$ cat src/rtl/imem_boot_loader_pkg.sv
// Shared types and defaults for the MIPS16 instruction-memory boot loader.
package MIPS_pkg;

    localparam int INST_W_DEFAULT        = 16;
    localparam int BOOT_RST_HOLD_DEFAULT = 4;

    typedef enum logic [2:0] {
        BOOT_IDLE  = 3'd0,
        BOOT_LOAD  = 3'd1,
        BOOT_HOLD  = 3'd2,
        BOOT_RUN   = 3'd3,
        BOOT_ERROR = 3'd4
    } boot_state_t;

endpackage

$ cat src/rtl/imem_boot_loader_if.sv
// Image stream (valid/ready) and instruction-memory write bus of the boot loader.
// slave: the loader side. master: image source / memory side.
interface imem_boot_loader_if #(
    parameter int INST_W = 16,
    parameter int ADDR_W = 8
);
    logic              in_valid;
    logic              in_ready;
    logic [INST_W-1:0] in_data;
    logic              in_last;
    logic              imem_we;
    logic [ADDR_W-1:0] imem_addr;
    logic [INST_W-1:0] imem_wdata;

    modport slave (
        input  in_valid, in_data, in_last,
        output in_ready, imem_we, imem_addr, imem_wdata
    );

    modport master (
        output in_valid, in_data, in_last,
        input  in_ready, imem_we, imem_addr, imem_wdata
    );
endinterface

$ cat src/rtl/imem_boot_loader_checksum.sv
// Image checksum accumulator: sum of data words modulo 2^INST_W,
// compared against the incoming checksum word.
module boot_checksum #(
    parameter int INST_W = 16
) (
    input  logic              clk,
    input  logic              rst,
    input  logic              clr,
    input  logic              add,
    input  logic [INST_W-1:0] data,
    output logic              match
);
    logic [INST_W-1:0] sum_r;

    // Accumulate accepted data words; cleared at the start of every load.
    always_ff @(posedge clk or posedge rst) begin
        if (rst) begin
            sum_r <= {INST_W{1'b0}};
        end else if (clr) begin
            sum_r <= {INST_W{1'b0}};
        end else if (add) begin
            sum_r <= sum_r + data;
        end
    end

    assign match = (sum_r == data);
endmodule

$ cat src/rtl/imem_boot_loader.sv
// Boot loader: streams an image into the instruction memory, then holds the
// core in reset for RST_HOLD clocked cycles before releasing it.
// Optional feature macro: BOOT_CHECKSUM_EN (in_last word is a checksum).
module imem_boot_loader
    import MIPS_pkg::*;
#(
    parameter int INST_W   = INST_W_DEFAULT,
    parameter int DEPTH    = 256,
    parameter int ADDR_W   = $clog2(DEPTH),
    parameter int RST_HOLD = BOOT_RST_HOLD_DEFAULT
) (
    input  logic                clk,
    input  logic                rst,
    input  logic                start,
    imem_boot_loader_if.slave   bus,
    output logic                core_rst,
    output logic                core_clk_en,
    output logic                busy,
    output logic                done,
    output logic                error,
    output logic [ADDR_W:0]     word_count,
    output boot_state_t         state
);
    localparam int HOLD_W = $clog2(RST_HOLD + 1);

    boot_state_t       state_r;
    boot_state_t       state_nxt_s;
    logic              in_ready_r;
    logic              imem_we_r;
    logic [ADDR_W-1:0] imem_addr_r;
    logic [INST_W-1:0] imem_wdata_r;
    logic [ADDR_W:0]   word_count_r;
    logic [HOLD_W-1:0] hold_cnt_r;
    logic              core_rst_r;
    logic              core_clk_en_r;
    logic              busy_r;
    logic              done_r;
    logic              error_r;

    logic              accept_s;
    logic              last_s;
    logic              write_s;
    logic              full_s;
    logic              overflow_s;
    logic              image_ok_s;
    logic              load_start_s;

    assign accept_s     = bus.in_valid && in_ready_r;
    assign last_s       = accept_s && bus.in_last;
    // The word written now lands at the last memory location.
    assign full_s       = (word_count_r == (ADDR_W + 1)'(DEPTH - 1));
    assign overflow_s   = write_s && !bus.in_last && full_s;
    assign load_start_s = (state_r != BOOT_LOAD) && (state_nxt_s == BOOT_LOAD);

`ifdef BOOT_CHECKSUM_EN
    // The closing word carries the checksum and is never stored.
    assign write_s = accept_s && !bus.in_last;

    boot_checksum #(.INST_W(INST_W)) u_checksum (
        .clk   (clk),
        .rst   (rst),
        .clr   (load_start_s),
        .add   (write_s),
        .data  (bus.in_data),
        .match (image_ok_s)
    );
`else
    assign write_s    = accept_s;
    assign image_ok_s = 1'b1;
`endif

    // Next-state decision for the boot sequence.
    always_comb begin
        state_nxt_s = state_r;
        case (state_r)
            BOOT_IDLE: begin
                if (start) state_nxt_s = BOOT_LOAD;
                else       state_nxt_s = BOOT_IDLE;
            end
            BOOT_LOAD: begin
                if (last_s)          state_nxt_s = image_ok_s ? BOOT_HOLD : BOOT_ERROR;
                else if (overflow_s) state_nxt_s = BOOT_ERROR;
                else                 state_nxt_s = BOOT_LOAD;
            end
            BOOT_HOLD: begin
                if (hold_cnt_r == HOLD_W'(RST_HOLD)) state_nxt_s = BOOT_RUN;
                else                                 state_nxt_s = BOOT_HOLD;
            end
            BOOT_RUN: begin
                if (start) state_nxt_s = BOOT_LOAD;
                else       state_nxt_s = BOOT_RUN;
            end
            BOOT_ERROR: begin
                if (start) state_nxt_s = BOOT_LOAD;
                else       state_nxt_s = BOOT_ERROR;
            end
            default: state_nxt_s = BOOT_IDLE;
        endcase
    end

    // State register.
    always_ff @(posedge clk or posedge rst) begin
        if (rst) state_r <= BOOT_IDLE;
        else     state_r <= state_nxt_s;
    end

    // Registered status outputs, decoded from the state being entered.
    always_ff @(posedge clk or posedge rst) begin
        if (rst) begin
            in_ready_r    <= 1'b0;
            busy_r        <= 1'b0;
            done_r        <= 1'b0;
            error_r       <= 1'b0;
            core_rst_r    <= 1'b1;
            core_clk_en_r <= 1'b0;
        end else begin
            in_ready_r    <= (state_nxt_s == BOOT_LOAD);
            busy_r        <= (state_nxt_s == BOOT_LOAD) || (state_nxt_s == BOOT_HOLD);
            done_r        <= (state_nxt_s == BOOT_RUN);
            error_r       <= (state_nxt_s == BOOT_ERROR);
            core_rst_r    <= (state_nxt_s != BOOT_RUN);
            // The first HOLD cycle is left unclocked so the final write settles.
            core_clk_en_r <= (state_nxt_s == BOOT_RUN) || (state_r == BOOT_HOLD);
        end
    end

    // Memory write port and word counter; a write lands one cycle after acceptance.
    always_ff @(posedge clk or posedge rst) begin
        if (rst) begin
            imem_we_r    <= 1'b0;
            imem_addr_r  <= {ADDR_W{1'b0}};
            imem_wdata_r <= {INST_W{1'b0}};
            word_count_r <= {(ADDR_W + 1){1'b0}};
        end else begin
            imem_we_r <= write_s;
            if (load_start_s) begin
                word_count_r <= {(ADDR_W + 1){1'b0}};
            end else if (write_s) begin
                imem_addr_r  <= word_count_r[ADDR_W-1:0];
                imem_wdata_r <= bus.in_data;
                word_count_r <= word_count_r + (ADDR_W + 1)'(1);
            end
        end
    end

    // Reset-hold cycle counter, running only while in HOLD.
    always_ff @(posedge clk or posedge rst) begin
        if (rst)                     hold_cnt_r <= {HOLD_W{1'b0}};
        else if (state_r == BOOT_HOLD) hold_cnt_r <= hold_cnt_r + HOLD_W'(1);
        else                         hold_cnt_r <= {HOLD_W{1'b0}};
    end

    assign bus.in_ready   = in_ready_r;
    assign bus.imem_we    = imem_we_r;
    assign bus.imem_addr  = imem_addr_r;
    assign bus.imem_wdata = imem_wdata_r;
    assign core_rst       = core_rst_r;
    assign core_clk_en    = core_clk_en_r;
    assign busy           = busy_r;
    assign done           = done_r;
    assign error          = error_r;
    assign word_count     = word_count_r;
    assign state          = state_r;
endmodule

$ cat src/flat_wrapper.sv
// flat-port wrapper written by rule: the top's interface ports become plain ports
module imem_boot_loader_flat import MIPS_pkg::*;
#(
    parameter int INST_W   = INST_W_DEFAULT,
    parameter int DEPTH    = 256,
    parameter int ADDR_W   = $clog2(DEPTH),
    parameter int RST_HOLD = BOOT_RST_HOLD_DEFAULT
)
  (clk, rst, start, core_rst, core_clk_en, busy, done, error, word_count, state, bus_in_valid, bus_in_data, bus_in_last, bus_in_ready, bus_imem_we, bus_imem_addr, bus_imem_wdata);
  imem_boot_loader_if #(.INST_W(INST_W), .ADDR_W(ADDR_W)) bus_i ();
  input  logic clk;
  input  logic rst;
  input  logic start;
  output logic core_rst;
  output logic core_clk_en;
  output logic busy;
  output logic done;
  output logic error;
  output logic [ADDR_W:0] word_count;
  output boot_state_t state;
  input wire logic [$bits(bus_i.in_valid)-1:0] bus_in_valid;
  input wire logic [$bits(bus_i.in_data)-1:0] bus_in_data;
  input wire logic [$bits(bus_i.in_last)-1:0] bus_in_last;
  output wire logic [$bits(bus_i.in_ready)-1:0] bus_in_ready;
  output wire logic [$bits(bus_i.imem_we)-1:0] bus_imem_we;
  output wire logic [$bits(bus_i.imem_addr)-1:0] bus_imem_addr;
  output wire logic [$bits(bus_i.imem_wdata)-1:0] bus_imem_wdata;
  assign bus_i.in_valid = bus_in_valid;
  assign bus_i.in_data = bus_in_data;
  assign bus_i.in_last = bus_in_last;
  assign bus_in_ready = bus_i.in_ready;
  assign bus_imem_we = bus_i.imem_we;
  assign bus_imem_addr = bus_i.imem_addr;
  assign bus_imem_wdata = bus_i.imem_wdata;
  imem_boot_loader #(.INST_W(INST_W), .DEPTH(DEPTH), .ADDR_W(ADDR_W), .RST_HOLD(RST_HOLD)) u_core (.clk(clk), .rst(rst), .start(start), .bus(bus_i), .core_rst(core_rst), .core_clk_en(core_clk_en), .busy(busy), .done(done), .error(error), .word_count(word_count), .state(state));
endmodule
$ cat config.mk
export PLATFORM = sky130hd
export DESIGN_NAME = imem_boot_loader_flat
export DESIGN_NICKNAME = d
export VERILOG_FILES = /design/src/rtl/imem_boot_loader_pkg.sv /design/src/rtl/imem_boot_loader_if.sv /design/src/rtl/imem_boot_loader_checksum.sv /design/src/rtl/imem_boot_loader.sv /design/src/flat_wrapper.sv
export SDC_FILE = /design/constraint.sdc
export NUM_CORES = 1
export LEC_CHECK = 0
export CAP_MARGIN = 20
export CORE_ASPECT_RATIO = 0.6
export CORE_MARGIN = 2
export CORE_UTILIZATION = 30
export CTS_CLUSTER_SIZE = 8
export DETAILED_ROUTE_END_ITERATION = 7
export GPL_ROUTABILITY_DRIVEN = 0
export PLACE_DENSITY_LB_ADDON = 0.1
export REMOVE_ABC_BUFFERS = 1
export SLEW_MARGIN = 20
export SYNTH_ARGS = -nofsm -noshare
export SYNTH_HDL_FRONTEND = slang
export SYNTH_SLANG_ARGS = --single-unit
$ cat constraint.sdc
create_clock -name clk -period 1.65 [get_ports clk]
set_input_delay 0.2475 -clock clk [delete_from_list [all_inputs] [get_ports clk]]
set_output_delay 0.2475 -clock clk [all_outputs]
set_load 0.005 [all_outputs]
## After elaboration in Yosys (flattened, before gate mapping)

Cells that the tools add are included.

| word-level totals | value |
|---|---|
| bits in registers | 46 |
| bits of input ports | 21 |

| cells by class | value |
|---|---|
| add/subtract/negate cells | 2 |
| equality and inequality tests | 12 |
| multiplexer cells | 10 |
| bitwise logic cells | 1 |
| reduce and logical (&&, ||, !) cells | 11 |

Operators with widths:

| operator | count |
|---|---|
| 2-to-1 mux 9 bit | 2 |
| case mux 3 bit (5 select lines) | 1 |
| == test 3 x 2 -> 1 bit, second input constant | 4 |
| 2-to-1 mux 3 bit | 4 |
| adder 9 x 1 -> 9 bit, second input constant | 1 |
| == test 3 bit, second input constant | 3 |
| == test 9 x 8 -> 1 bit, second input constant | 1 |
| == test 3 x 1 -> 1 bit, second input constant | 2 |
| logical AND 1 bit | 5 |
| adder 3 x 1 -> 3 bit, second input constant | 1 |
| zero test 3 bit | 1 |
| inequality test 3 x 1 -> 1 bit, second input constant | 1 |
| inequality test 3 x 2 -> 1 bit, second input constant | 1 |
| logical OR 1 bit | 2 |
| 2-to-1 mux 1 bit | 2 |
| 2-to-1 mux 2 bit | 1 |
| AND reduction 2 bit | 1 |
| nonzero test 2 bit | 1 |
| zero test 1 bit | 1 |
| NOT 1 bit | 1 |

## Longest topological paths before layout

Gate-level depths: netlist (run 1).

| logic depth | value |
|---|---|
| depth after elaboration | 10 |
| gate-level depth with buffers | 7 |

## Least setup slack after synthesis (run 1)

OpenSTA, ideal clock, no wires.

| path | value |
|---|---|
| path type | register to register |
| start point | register u_core.word_count_r[0], in the netlist u_core.word_count[0] |
| end point | register u_core.busy_r, in the netlist u_core.busy |
| arrival time | 1671 ps |
| data required time | 1524 ps |
| slack | -147 ps |
| cell stages (with the launch flop) | 8 |
| path buffers | 0 |
| clock period less this slack | 1797 ps |
| cell sequence | dfrtp_1 ha_1 nand3_1 nor2_1 ha_1 o211a_1 o22a_1 a221o_1 |

| between the ends | value |
|---|---|
| word-level cells in the longest chain between the ends | 7 |

RTL lines:

| element | RTL line | source |
|---|---|---|
| start, declared | imem_boot_loader.sv:32 | `logic [ADDR_W:0] word_count_r;` |
| start signal, assigned | imem_boot_loader.sv:133 | `word_count_r <= {(ADDR_W + 1){1'b0}};` |
| start signal, assigned | imem_boot_loader.sv:137 | `word_count_r <= {(ADDR_W + 1){1'b0}};` |
| start signal, assigned | imem_boot_loader.sv:141 | `word_count_r <= word_count_r + (ADDR_W + 1)'(1);` |
| == test 9 x 8 -> 1 bit (*) | imem_boot_loader.sv:51 | `assign full_s = (word_count_r == (ADDR_W + 1)'(DEPTH - 1));` |
| logical AND 1 bit (*) | imem_boot_loader.sv:52 | `assign overflow_s = write_s && !bus.in_last && full_s;` |
| 2-to-1 mux 3 bit (*) | imem_boot_loader.sv:82 | `else if (overflow_s) state_nxt_s = BOOT_ERROR;` |
| 2-to-1 mux 3 bit (*) | imem_boot_loader.sv:81 | `if (last_s) state_nxt_s = image_ok_s ? BOOT_HOLD : BOOT_ERROR;` |
| case mux 3 bit (5 select lines) (*) | imem_boot_loader.sv:75 | `case (state_r)` |
| == test 3 x 1 -> 1 bit / == test 3 x 2 -> 1 bit (equally long branches) | imem_boot_loader.sv:118 | `busy_r <= (state_nxt_s == BOOT_LOAD) \|\| (state_nxt_s == BOOT_HOLD);` |
| logical OR 1 bit (*) | imem_boot_loader.sv:118 |  |
| end signal, assigned | imem_boot_loader.sv:118 |  |
| end, declared | imem_boot_loader.sv:36 | `logic busy_r;` |

Mark *: on every way between the ends. The rest lies on a longest branch, timed or not.
A chain may end at the register's enable or synchronous reset.

## Worst setup path in the final report (run 1)

Ends and elaborated chain as after synthesis.

==> impl_results.md, run 1 <==
- Final worst path period need: 1.73 ns
- Finished Core Util: 0.482
- Largest vdd supply drop: 0.644 mV
- Leakage: 1.27 nW
- Proportion of power drawn by the clock network: 0.160
- Part of the total power dissipated in combinational logic: 0.458
- Core region area: 6170 um2
- Clock-pin transition on the worst setup and hold timing paths: 0.09 ns
- Proportion of synthesized chip area in sequential cells: 0.596
- Gate Count Post-Synth: 148
- Global-route wire length before repair: 7160 um
- Number of different library cells in the post-synthesis netlist: 36
- Synthesized cell area: 1930 um2
- Average size of a mapped cell: 13.1 um2
- WL final: 4560 um
- Initial antenna violation count: 0
- Clk_skew: 0.00560 ns
- CP Max Fanout: 3
- Pwr per Cell Area: 1500 nW/um2
- Seq cells post-synth: 46
- Measured slew at the worst slew-check pin: 0.461 ns
- Met2 wire length: 2010 um
- Clock latency on the worst-skew pair: 0.30 ns
- Largest net degree at the start of global routing: 47
- Drt initial violations: 63
- Post-layout worst setup margin: -0.0808 ns
- Top layer reached by signal wires: met4
- Relative area change from synthesis to final layout: 53.6%
- H-tree levels: 2
- Total inserted antenna cells: 0
- Number of port buffers: 63
- Total grt overflow: 0
- Vias post-DR: 1503
- Die area: 7120 um2
- Outcome: finished with violations
- Area post-placement: 2790 um2
- Sw power: 0.00134 W
- TritonCTS clock tree: built
- WHS: 0.303 ns
- HPWL Detailed: 3290 um
- Number of nets in the final layout: 262
- Met1 wire length: 2190 um
- Max-slew violation count: 0
- Switching share of power: 0.300
- Endpoint arrival time on the critical path: 1.91 ns
- Total routing resource utilization after global routing: 0.131
- Setup WS pre-CTS: -0.248 ns
- Maximum capacitance violations: 0
- Violations in the final reports: setup timing
- Number of global-route vias before repair: 1518
- Critical Path RT: 1.83 ns
- Relative slew slack: 0.692
- Share of the cycle needed by the critical path after routing: 1.05
- First-pass detailed-route iteration total: 4
- Total met3 wirelength after detailed routing: 302 um
- Number of failing setup endpoints in the final timing report: 2
- Part of the power in registers: 0.382
- Critical path startpoint category: flip-flop
- Share of cells above drive strength 1: 0.282
- Vias/cell: 4.67
- Number of cell rows: 22
- Post-Layout Inst Area: 2970 um2
- Path class of the lowest-slack min-delay path: in2async
- Remaining antenna violation count: 0
- Routed wirelength normalized by instance count: 14.1 um
- Drc violations: 0
- Initial core utilization: 0.314
- Type of destination of the critical path: flip-flop
- Yosys synthesis warning count: 0
- Hold Violations, Final: 0
- RSZ-0062 raised after global routing: true
- Root cell of the clock tree: clkbuf_8
- Worst setup path category: reg2reg
- CTS max path bufs: 2
- Height of the chip: 66.2 um
- IO Pins: 64
- CTS sink count: 46
- X dimension of the die: 108 um
- FMAX: 0.578 GHz
- TritonCTS Buffers: 5
- Internal power: 0.00313 W
-- power by group through the flow --
stage | Clock (W) | Combinational [W] | Sequential, W
finish | 0.000712 | 0.00204 | 0.00171
global route | 0.000785 | 0.00221 | 0.00176
CTS | 0.000751 | 0.00194 | 0.00170
detailed placement | 0 | 0.00190 | 0.00172
global placement | 0 | 0.00187 | 0.00170
floorplan | 0 | 0.000711 | 0.00178
-- repair_timing --
| item | in CTS | in global routing |
|---|---|---|
| pin swaps | 6 | 6 |
| gates resized for setup | 5 | 6 |
| hold buffers | 0 | 0 |
| buffers inserted | 2 | 3 |
| hold endpoints to repair | 0 | 0 |
| setup endpoints to repair | 4 | 7 |
-- sequential cells by signal, indices dropped and copies added, names as in the netlist, 3 cells and up --
name	count
u_core.word_count	9
u_core.bus.imem_wdata	16
u_core.bus.imem_addr	8
u_core.state	3
u_core.hold_cnt_r	3
-- final timing paths --
check	from	endpoint	slack, ns	depth (start not counted)
max in group asynchronous	rst	u_core.core_rst	1.08	3
hold / removal	rst	u_core.bus.imem_wdata[10]	0.30	3
setup / recovery	u_core.word_count[0]	u_core.busy	-0.08	7
min in group clk	u_core.hold_cnt_r[0]	u_core.hold_cnt_r[0]	0.48	1
hold reg to reg	u_core.hold_cnt_r[0]	u_core.hold_cnt_r[0]	0.48	1
setup reg to reg	u_core.word_count[0]	u_core.busy	-0.08	7
-- cells by family after synthesis --
| group | share of synthesized area |
|---|---|
| adders and majority gates | 0.0259 |
| and+or+nand+nor | 0.116 |
| buffers and inverters | 0.0356 |
| AOI/OAI and AO/OA | 0.0680 |
| xor gates and xnor gates | 0.0136 |
| muxes | 0.145 |
| DFF | 0.596 |
-- Yosys cell counts --
cell type,count,share of area
a211oi_1,1,0.0039
a21o_1,1,0.0039
a21oi_1,8,0.021
a221o_1,1,0.0052
and2_1,3,0.0097
buf_2,1,0.0026
buf_4,1,0.0039
buf_6,3,0.017
dfrtp_1,45,0.58
dfstp_2,1,0.014
ha_1,4,0.026
inv_1,6,0.012
mux2_1,1,0.0058
mux2_2,23,0.13
mux2i_1,1,0.0052
nand2_1,4,0.0078
nand2b_1,1,0.0032
nand3_1,5,0.013
nand3_2,1,0.0052
nand4_1,3,0.0097
nand4b_1,2,0.0091
nor2_1,7,0.014
nor2b_1,1,0.0032
nor3_1,2,0.0052
nor3b_1,2,0.0078
o211a_1,1,0.0052
o21ai_0,5,0.013
o221ai_1,1,0.0045
o22a_1,1,0.0045
o22ai_1,1,0.0032
o31ai_1,1,0.0039
or3_1,4,0.013
or3b_4,2,0.012
or4_1,1,0.0039
xnor2_1,2,0.0091
xor2_1,1,0.0045
-- cell type report --
type	instances	area (um2)
Multi-Input combinational cell	91	752
Tap cell	84	105
Timing Repair Buffer	87	842
Inverter	6	22.5
Clock inverter	2	12.5
Sequential cell	46	1150
Fill cell	555	3200
Clock buffer	6	82.6
-- per-stage QoR --
stage | total power [W] | cells | TNS (ns)
after floorplan | 0.00249 | 143 | -1.67
after global placement | 0.00357 | 309 | -5.93
after detailed placement | 0.00362 | 309 | -6.80
after CTS | 0.00439 | 319 | -0.129
after global routing | 0.00475 | 322 | -0.378
final | 0.00446 | 322 | -0.129
-- critical path, stage by stage, from the launching register on --
cell and delay, ns:
dfrtp_1 0.39, ha_2 0.20, nand3_2 0.06, nor2_2 0.04
ha_2 0.18, o211a_4 0.24, o22a_1 0.20, a221o_1 0.31
-- metal layers --
layer  global-route usage  vias to the layer above
met2                0.204                       46
met5                    0                        -
met1                0.174                      751
met3               0.0394                        5
li1                     -                      701
met4               0.0481                        0
-- cell usage in the layout, fill, tap and decap left out, types with 5 or more instances in the layout --
| master | count |
|---|---|
| mux2_2 | 23 |
| dfrtp_1 | 45 |
| inv_1 | 5 |
| clkbuf_8 | 6 |
| a21oi_1 | 8 |
| o21ai_0 | 5 |
| nor2_1 | 6 |
| clkdlybuf4s50_1 | 62 |
| buf_4 | 20 |
(Power assumes the default switching activity.)
==> run 2, diff against run 1 <==
CAP_MARGIN = not set   (was 20)
==> results of run 2 <==
Same layout as run 1: the final DEF is identical, and so are final timing and power.
==> run 3, diff against run 2 <==
MAX_ROUTING_LAYER = met4   (was not set)
TNS_END_PERCENT = 5   (was not set)
==> run 3 against run 2 <==
  * The run still ends with setup timing left
  * Worst setup slack worse by 0.010 ns
  * Cell area is 1.9% lower
  * Via count is 1.2% lower
  * Combinational power is 6% lower
  * Critical endpoint unchanged
  * Sequential share of layout area is 0.73 points higher
  * Largest cell class unchanged
  * Largest power group unchanged
  * Register-to-register slack hardly changed
==> impl_results.md, run 3 (synthesis results as in run 1) <==
- Global routing usage on met1: 0.173 (-0.000620)
- Number of fillers in the final layout: 565 (+1.8%)
- Post-layout worst setup margin: -0.0912 ns (-0.0104 ns)
- Filler-free cell count of the finished design: 318 (-1.2%)
- Setup WS pre-CTS: -0.248 ns (unchanged)
- Clk_skew: 0.00555 ns (-0.0000536 ns)
- Largest net degree at the start of global routing: 47 (unchanged)
- Hold Violations, Final: 0 (unchanged)
- Drc violations: 0 (unchanged)
- Post-layout total power: 0.00433 W (-3.0%)
- Total inserted antenna cells: 0 (unchanged)
- Pwr per Cell Area: 1490 nW/um2 (-1.1%)
- Total routing resource utilization after global routing: 0.134 (+0.00255)
- Share of the cycle needed by the critical path after routing: 1.06 (+0.00633)
- Endpoint arrival time on the critical path: 1.92 ns (about the same)
- Clock latency on the worst-skew pair: 0.30 ns (about the same)
- Total grt overflow: 0 (unchanged)
- Worst setup path category: reg2reg
- Drt initial violations: 74 (+17%)
- Most used cells in the layout excluding fill and tap cells: clkdlybuf4s50_1 (61), dfrtp_1 (45), mux2_2 (23)
- Total Neg Setup Slack: -0.0966 ns (+0.0322 ns)
- Number of global-route vias before repair: 1512 (-0.40%)
- Register cell area after layout: 1150 um2 (unchanged)
- Vias/cell: 4.67 (about the same)
- Core region area: 6170 um2 (unchanged)
- Number of cell rows: 22 (unchanged)
- WL final: 4470 um (-1.9%)
- Global-route met3 utilization: 0.0384 (-0.000985)
- Area taken by multi-input logic gates: 724 um2 (-3.7%)
- Max-slew violation count: 0 (unchanged)
- Relative slew slack: 0.711 (+0.0185)
- Largest vdd supply drop: 0.644 mV (about the same)
- Number of nets in the final layout: 258 (-1.5%)
- RSZ-0062 raised after global routing: true
- Worst Reg2Reg Path Length in Cells: 7 (unchanged)
- Post-Layout Inst Area: 2910 um2 (-1.9%)
- Initial core utilization: 0.314 (unchanged)
- Vias post-DR: 1485 (-1.2%)
- Number of port buffers: 63 (unchanged)
- Most common cell after layout, fill and taps aside: clkdlybuf4s50_1
- Routed wirelength normalized by instance count: 14.1 um (-0.70%)
- Die area: 7120 um2 (unchanged)
- Area post-placement: 2790 um2 (unchanged)
- Violations in the final reports: setup timing
- Critical Path RT: 1.83 ns (about the same)
- Global routing's busiest layer: met2
- FMAX: 0.574 GHz (-0.60%)
- First-pass detailed-route iteration total: 4 (unchanged)
- Share of cells above drive strength 1: 0.256 (-0.0251)
- Remaining antenna violation count: 0 (unchanged)
- CP Max Fanout: 3 (unchanged)
- Initial antenna violation count: 0 (unchanged)
- H-tree levels: 2 (unchanged)
- Final worst path period need: 1.74 ns (+0.0104 ns)
- HPWL Detailed: 3290 um (unchanged)
- Placed cell count: 309 (unchanged)
- IO Pins: 64 (unchanged)
- Type of destination of the critical path: flip-flop
- X dimension of the die: 108 um (unchanged)
- Path class of the lowest-slack min-delay path: in2async
- Global-route wire length before repair: 7090 um (-0.96%)
- Relative area change from synthesis to final layout: 50.7%
- Measured slew at the worst slew-check pin: 0.434 ns (-0.0278 ns)
- CTS max path bufs: 2 (unchanged)
- Leakage: 1.26 nW (-0.77%)
- Height of the chip: 66.2 um (unchanged)
- Critical path startpoint category: flip-flop
- TritonCTS clock tree: built
- Max reg flops: 16 (unchanged)
- Number of failing setup endpoints in the final timing report: 2 (unchanged)
- Outcome: finished with violations
- TritonCTS Buffers: 5 (unchanged)
- Root cell of the clock tree: clkbuf_8
- CTS sink count: 46 (unchanged)
- Maximum capacitance violations: 0 (unchanged)
- Clock-pin transition on the worst setup and hold timing paths: 0.09 ns (about the same)
- Global routing met2 resource utilization: 0.201 (-0.00236)
==> run 3: cell types whose count changed in the layout (fill, tap and decap cells not counted) <==
| cell | change |
|---|---|
| and2_4 | -1 |
| dlymetal6s2s_1 | +1 |
| o221ai_1 | +1 |
| buf_4 | -4 |
| and2_1 | +1 |
| clkdlybuf4s50_1 | -1 |
| o221ai_4 | -1 |
| o211a_1 | +1 |
| o211a_4 | -1 |
==> run 3: what timing repair did <==
item	CTS	global route
setup endpoints to repair	4	25
resized for setup	6	2
hold buffers	0	0
pin swaps	6	5
setup buffers	1	0
==> run 3: metrics by stage <==
| step | hold WS (ns) | util |
|---|---|---|
| 2_1_floorplan | 0.398 | - |
| 3_3_place_gp | 0.452 | 0.453 |
| 3_5_place_dp | 0.481 | 0.453 |
| 4_1_cts | 0.302 | 0.472 |
| 5_1_grt | 0.313 | 0.473 |
| 6_report | 0.303 | 0.473 |
==> run 3: final cells by class <==
| class | count | share of cell area |
|---|---|---|
| flip-flops and latches | 46 | 0.395 |
| repair buffers | 83 | 0.280 |
| multi-input cells | 91 | 0.249 |
| well taps | 84 | 0.0361 |
| clock buffers | 6 | 0.0283 |
| inverters | 6 | 0.00773 |
| clock inverters | 2 | 0.00429 |
==> run 3: report_power, final <==
part           internal [W]  switching (W)  leakage [nW]
logic               0.00121       0.000706         0.630
clock network      0.000337       0.000377        0.0472
registers           0.00150       0.000208         0.587
total               0.00304        0.00129          1.26
==> run 3: critical path, cell delays in order, from the launching register on <==
cell and delay, ns:
dfrtp_1 0.39, ha_2 0.20, nand3_2 0.06, nor2_2 0.04
ha_2 0.18, o211a_1 0.24, o22a_1 0.21, a221o_1 0.31
==> run 3: worst paths after layout <==
| check | from | to | slack [ns] |
|---|---|---|---|
| worst max-delay path | u_core.word_count[0] | u_core.busy | -0.09 |
| worst min-delay path | rst | u_core.bus.imem_wdata[10] | 0.30 |
| worst max register to register | u_core.word_count[0] | u_core.busy | -0.09 |
| worst min register to register | u_core.hold_cnt_r[0] | u_core.hold_cnt_r[0] | 0.49 |
| max in group asynchronous | rst | u_core.core_rst | 1.09 |
| min in group clk | u_core.hold_cnt_r[0] | u_core.hold_cnt_r[0] | 0.49 |
==> run 3: layer usage <==
| metal | up-vias | part of all wire |
|---|---|---|
| li1 | 695 | - |
| met1 | 736 | 0.48 |
| met2 | 49 | 0.44 |
| met3 | 5 | 0.063 |
| met4 | 0 | 0.012 |
| met5 | - | 0 |
